==> config.mk <==
export PLATFORM = sky130hd
export DESIGN_NAME = mem_port_arbiter
export DESIGN_NICKNAME = d
export VERILOG_FILES = /design/src/rtl/riscv_mem_pkg.sv /design/src/rtl/mem_lat_counter.sv /design/src/rtl/mem_port_arbiter.sv
export SDC_FILE = /design/constraint.sdc
export NUM_CORES = 1
export LEC_CHECK = 0
export ABC_CLOCK_PERIOD_IN_PS = 2000
export CORE_ASPECT_RATIO = 1.2
export CORE_MARGIN = 3
export CORE_UTILIZATION = 41
export DETAILED_ROUTE_END_ITERATION = 6
export GPL_TIMING_DRIVEN = 0
export HOLD_SLACK_MARGIN = 0.06
export PLACE_DENSITY = 0.85
export SLEW_MARGIN = 15
export SYNTH_ARGS = -nofsm -noshare
export SYNTH_HDL_FRONTEND = slang
export SYNTH_SLANG_ARGS = --single-unit
==> constraint.sdc <==
create_clock -name clk -period 2 [get_ports clk]
set_clock_uncertainty 0.05 [all_clocks]
set_input_delay 0.5 -clock clk [delete_from_list [all_inputs] [get_ports clk]]
set_output_delay 0.5 -clock clk [all_outputs]
set_load 0.02 [all_outputs]
==> src/rtl/riscv_mem_pkg.sv <==
// Shared types and limits for the single-port memory arbiter.
// Fetch and data ports share one memory through this arbiter.
package riscv_mem_pkg;

    typedef enum logic {IDLE = 1'b0, BUSY = 1'b1} state_t;
    typedef enum logic {GNT_IF = 1'b0, GNT_DM = 1'b1} grant_t;

    localparam int NBIT_DEF    = 32;
    localparam int MEM_LAT_MAX = 8;

endpackage

==> src/rtl/mem_lat_counter.sv <==
// Counts the memory latency after a grant.
// done marks the edge at which read data is captured.
module mem_lat_counter #(
    parameter int MEM_LAT = 1
) (
    input  logic clk,
    input  logic rstn,
    input  logic load,
    output logic done
);

    localparam int CW = $clog2(MEM_LAT + 1);

    logic [CW-1:0] cnt;

    always_ff @(posedge clk or negedge rstn) begin
        if (!rstn) begin
            cnt <= '0;
        end else if (load) begin
            cnt <= CW'(MEM_LAT);
        end else if (cnt != '0) begin
            cnt <= cnt - CW'(1);
        end
    end

    // The counter is loaded with MEM_LAT, so 1 means the capture edge is next.
    assign done = (cnt == CW'(1));

endmodule

==> src/rtl/mem_port_arbiter.sv <==
// Round-robin arbiter sharing one synchronous memory between fetch and data ports.
// Stalls the core while either of its requests is outstanding.
module mem_port_arbiter
    import riscv_mem_pkg::*;
#(
    parameter int NBIT    = NBIT_DEF,
    parameter int MEM_LAT = 1
) (
    input  logic            clk,
    input  logic            rstn,
    input  logic            if_req,
    input  logic [NBIT-1:0] if_addr,
    output logic [NBIT-1:0] if_rdata,
    output logic            if_valid,
    input  logic            dm_rd,
    input  logic            dm_wr,
    input  logic [NBIT-1:0] dm_addr,
    input  logic [NBIT-1:0] dm_wdata,
    output logic [NBIT-1:0] dm_rdata,
    output logic            dm_valid,
    output logic            stall,
    output logic            mem_en,
    output logic            mem_we,
    output logic [NBIT-1:0] mem_addr,
    output logic [NBIT-1:0] mem_wdata,
    input  logic [NBIT-1:0] mem_rdata
);

    state_t state;
    grant_t last_grant;
    grant_t cur_grant;
    logic   cur_rd;
    logic   dm_req;
    logic   pick_dm;
    logic   load;
    logic   done;

    assign dm_req  = dm_rd | dm_wr;
    // On a tie the port opposite the previous winner takes the memory.
    assign pick_dm = dm_req & (~if_req | (last_grant == GNT_IF));
    assign load    = (state == IDLE) & (if_req | dm_req);
    assign stall   = (if_req & ~if_valid) | (dm_req & ~dm_valid);

    mem_lat_counter #(
        .MEM_LAT (MEM_LAT)
    ) u_lat_counter (
        .clk  (clk),
        .rstn (rstn),
        .load (load),
        .done (done)
    );

    always_ff @(posedge clk or negedge rstn) begin
        if (!rstn) begin
            state      <= IDLE;
            last_grant <= GNT_IF;
            cur_grant  <= GNT_IF;
            cur_rd     <= 1'b0;
            mem_en     <= 1'b0;
            mem_we     <= 1'b0;
            mem_addr   <= '0;
            mem_wdata  <= '0;
            if_rdata   <= '0;
            dm_rdata   <= '0;
            if_valid   <= 1'b0;
            dm_valid   <= 1'b0;
        end else begin
            mem_en   <= 1'b0;
            if_valid <= 1'b0;
            dm_valid <= 1'b0;
            case (state)
                IDLE: begin
                    if (load) begin
                        mem_en     <= 1'b1;
                        mem_addr   <= pick_dm ? dm_addr : if_addr;
                        mem_we     <= pick_dm & dm_wr;
                        mem_wdata  <= pick_dm ? dm_wdata : mem_wdata;
                        cur_grant  <= pick_dm ? GNT_DM : GNT_IF;
                        last_grant <= pick_dm ? GNT_DM : GNT_IF;
                        cur_rd     <= ~(pick_dm & dm_wr);
                        state      <= BUSY;
                    end
                end
                BUSY: begin
                    if (done) begin
                        state <= IDLE;
                        if (cur_grant == GNT_IF) begin
                            if_valid <= 1'b1;
                            if_rdata <= mem_rdata;
                        end else begin
                            dm_valid <= 1'b1;
                            if (cur_rd) begin
                                dm_rdata <= mem_rdata;
                            end
                        end
                    end
                end
                default: state <= IDLE;
            endcase
        end
    end

endmodule

# Yosys cells after proc, flatten, opt, wreduce, memory -nomap -nowiden
# Cells that the tools add are included.
# classes
n_addsub	1
n_mul	0
div_mod_pow	0
order_cmp	0
eq_ne	0
n_shift	0
muxes	14
n_bitwise	15
n_reduce_logical	4
# op_table
operator	n
32-bit two-way mux	1
1-bit two-way mux	12
1-bit inverter	6
3-bit AND reduction	2
1-bit AND	5
1-bit bitwise OR	4
4-bit AND reduction	1
1-bit one-hot mux with 2 select lines	1
2-bit AND reduction	1
1-bit subtractor, second input constant	1
# totals
register_bits	136
latchBits	0
ramBits	0
mem_bits_ro	0
input_bits	133
output_inout_bits	133
word_cells	46
mem_count	0

# Longest topological paths before layout
# logic_depth
word_depth	5
ltp_mapped	5
mapped_depth_nobuf	3

# Cells and area by module
# From an unflattened synthesis, not the netlist that was laid out.
# hier_totals
hier_cells	333
area_unflattened_um2	5569.1
# by_module_without_submodules
mod	instances	cells_per_inst	area_per_inst_um2	seq_area_each_um2
mem_port_arbiter	1	332	5544.1	3378.2
mem_lat_counter	1	1	25.0	25.0

# Worst setup path after synthesis
# Ideal clock, no wire load.
# synth_path
path_kind	input -> register
start	input dm_wr
end	register mem_addr[1]
setup_time_ps	125
t_arrival_ps	1424
required_time_ps	1825
path_slack_ps	401
cell_stages	4
n_path_buf	1
path_cell_list	a2bb2oi_4 > buf_6 > mux2_4 > mux2_2
# synth_via
elab_chain_cells	4
word_cells_on_any_way	6
classes_between	mux: 1; bitwise: 4; reduce/logical: 1
# synth_rtl
item	line	text
from (decl)	mem_port_arbiter.sv:16	input logic dm_wr,
1-bit bitwise OR *	mem_port_arbiter.sv:38	assign dm_req = dm_rd | dm_wr;
1-bit bitwise OR	mem_port_arbiter.sv:41	assign load = (state == IDLE) & (if_req | dm_req);
1-bit AND	mem_port_arbiter.sv:41	
2-bit AND reduction (no line)	--	
to (signal assigned)	mem_port_arbiter.sv:75	mem_addr <= pick_dm ? dm_addr : if_addr;
to (decl)	mem_port_arbiter.sv:24	output logic [NBIT-1:0] mem_addr,
# Mark *: on every way between the ends. The rest lies on a longest branch, timed or not.
# A chain may end at the register's enable or synchronous reset.

# Final worst setup path
# layout_path
start	register if_rdata[7]
end	output if_rdata[7]
# layout_lines
item	line	text
from (decl)	mem_port_arbiter.sv:13	output logic [NBIT-1:0] if_rdata,
from (signal assigned)	mem_port_arbiter.sv:89	if_rdata <= mem_rdata;
# No word-level cell between the ends.

==> flow_summary.yaml <==
sta:
  hold_violations: 0
  slew_headroom_pct: 69.2
  setup_viol: 0
  fin_crit_sh_pct: 98.0
  clock.fmax_mhz: 510
  slew_viol_final: 0
  finalCriticalPeriod_ps: 1960
  worst_pin_slew_ps: 463
  whs_ps: 399
  grt_setup_unrepaired: "no"
global_route:
  grt_max_degree: 86
  antenna_found_initial: 0
  grt_pass1_vias: 4291
  overflow: 0
  grt_usage_pct: 19.9
  grt_pass1_wl_um: 22900
hold_path:
  min-delay-start: "dm_wr"
  holdPathStages: 3
  min_to: "mem_we$_DFFE_PN0P_"
  hold_class: "in2reg"
power_and_ir_drop:
  power.net_switching_mw: 5.20
  p_int_mw: 10.2
  p_leak_nw: 3.94
  power_frac_seq_pct: 31.5
  powerDensity_mw_per_mm2: 1690
  power_frac_clock_pct: 22.4
  comb_power_share_pct: 46.1
  sw_frac_of_total_pct: 33.8
  irDropWorstVdd_v: 0.000872
setup_path:
  cpPeakStageDelay_ps: 640
  required_ps: 1450
  critical_path_buf_inv_count: 1
  r2r_start: "cur_grant$_DFFE_PN0P_"
  cp.arrival_ps: 1410
  rr_endpoint: "mem_addr[14]$_DFFE_PN0P_"
  critical_path_class: "reg2out"
  start_kind: "flip-flop"
  rr_worst_depth: 4
  critPathTopFamily: "buffers and inverters"
  ff2ff_setup_slack_ps: 300
  worstSetupEndpointType: "primary output"
  crit_slowest_cell: "clkdlybuf4s50_1"
  path_cells: "clkdlybuf4s50_1"
  cp_max_fo: 2
cts:
  clk_path_buf_depth: 2
  cts_sinks: 135
  htree_levels: 4
  insertion_delay_ps: 410
  cts_root_buf: "clkbuf_16"
  clkTransAtPathRegs_ps: 60
  cts_tree: "done"
  numCtsBuffers: 17
final_layout:
  area_growth_pct: 64.0
  drive_gt1_share_pct: 34.5
  mostFrequentLayoutCells: "clkdlybuf4s50_1 (251), dfrtp_1 (135), mux2_2 (128)"
  diodes: 0
  final_common_cell: "clkdlybuf4s50_1"
  regArea_mm2: 0.00338
  layout.nets: 751
  final_cells: 795
  multi_input_area_mm2: 0.00205
  nFillCells: 904
route:
  avgViaCountPerCell: 4.85
  wirelength_um: 14900
  drtPass1Iterations: 4
  vias: 3856
  routedWlPerCell_um: 18.8
  drc_errors: 0
  drtIter0Drc: 126
  postRouteAntennaNets: 0
synthesis:
  netlist_instances: 332
  avgSynthCellArea_um2: 16.7
  seq_area_frac_synth_pct: 60.9
  synth_area_mm2: 0.00554
  synth.largest_area_cell: "dfrtp_1"
  ys_top_cells_by_area: "dfrtp_1 (61%), mux2_2 (26%), mux2_4 (8.7%)"
  async_flop_share_pct: 100
  ys.flop_type: "dfrtp_1"
  synth-edff-count: 0
  ys_ff_latch: 135
  synth.distinct_cells: 20
  yosysWarnings: 0
  synth_top_area_share_pct: 60.9
  synth_nets: 465
place:
  placed_cells: 762
  hpwl_um: 11400
  port_buffers: 265
  place.gp.congestion: 0.800
die:
  rows: 45
  fp.coreArea_mm2: 0.0129
  fp.dieW_um: 112
  io-pin-count: 266
  die_area_mm2: 0.0150
  start_util_pct: 42.8
  dieHeight_um: 133
run_status:
  status: "finished, final reports clean"
job:
  cap_viol_max_count: 0
-- cell type report --
type                       instances  area share, %
inverter                           2         0.0826
clock inverter                    13           2.24
timing repair buffer             267           29.5
buffer                            16           1.17
clock buffer                      19           4.98
sequential                       135           37.2
tap                              164           2.26
multi-input combinational        179           22.6
-- logic make-up (layout without fill, tap and decap cells) --
kind of cell / Yosys count / after routing / synth area share [%]
simple gates: 11 / 11 / 1.02
buf+inv: 18 / 317 / 2.05
compound gates: 7 / 7 / 1.15
flops: 135 / 135 / 60.9
mux: 161 / 161 / 34.8
-- flip-flops by register name, summed over array words and instances (netlist names) --
signal	count
if_rdata	32
cur_rd	1
mem_addr	32
dm_rdata	32
state	1
if_valid	1
cur_grant	1
mem_we	1
dm_valid	1
mem_wdata	32
mem_en	1
-- metrics by stage --
stage	setup slack (ps)	setup TNS, ps	power, mW	utilization (%)	instance area [um2]
after floorplan	401	0	8.35	-	5540
after global placement	-4640	-647570	11.8	64.9	8400
after detailed placement	-588	-26010	12.1	65.1	8430
after CTS	6.01	0	15.5	70.2	9090
after global routing	0.429	0	16.0	70.2	9090
final	40.2	0	15.4	70.2	9090
-- worst max path at each step --
stage | from | to | slack [ps] | cells past startpoint
floorplan | dm_wr | mem_addr[1]$_DFFE_PN0P_ | 400 | 4
global placement | rstn | mem_addr[9]$_DFFE_PN0P_ | -4640 | 1
detailed placement | dm_wr | stall | -590 | 4
CTS | if_rdata[29]$_DFFE_PN0P_ | if_rdata[29] | 6 | 1
global route | if_rdata[9]$_DFFE_PN0P_ | if_rdata[9] | 0.4 | 1
finish | if_rdata[7]$_DFFE_PN0P_ | if_rdata[7] | 40 | 1
-- cell usage after synthesis (2+ instances only) --
library cell / instances
buf_2: 10
buf_4: 3
buf_6: 3
dfrtp_1: 135
inv_1: 2
mux2_2: 128
mux2_4: 32
nand2_1: 4
nor2_1: 3
o21ai_0: 2
-- power groups by stage --
stage,Sequential (mW),Combinational (mW),Clock [mW]
floorplan,6.48,1.87,0
global placement,4.78,7.02,0
detailed placement,4.87,7.18,0
CTS,4.85,7.19,3.51
global route,4.99,7.40,3.64
finish,4.84,7.09,3.44
-- routing by layer --
metal	share of wire, %	routed length [um]	track usage [%]
met5	0	0	0
met4	4.0	604	9.69
met3	7.0	1040	6.41
met2	54	8060	36.2
met1	35	5220	20.5
-- timing repair --
item | in CTS | in global routing
setup endpoints to repair | 7 | 6
hold endpoints to repair | 50 | 0
gates resized for setup | 10 | 11
buffers inserted | 0 | 0
hold buffers | 1 | 0
Power figures use the tool's default switching activity.
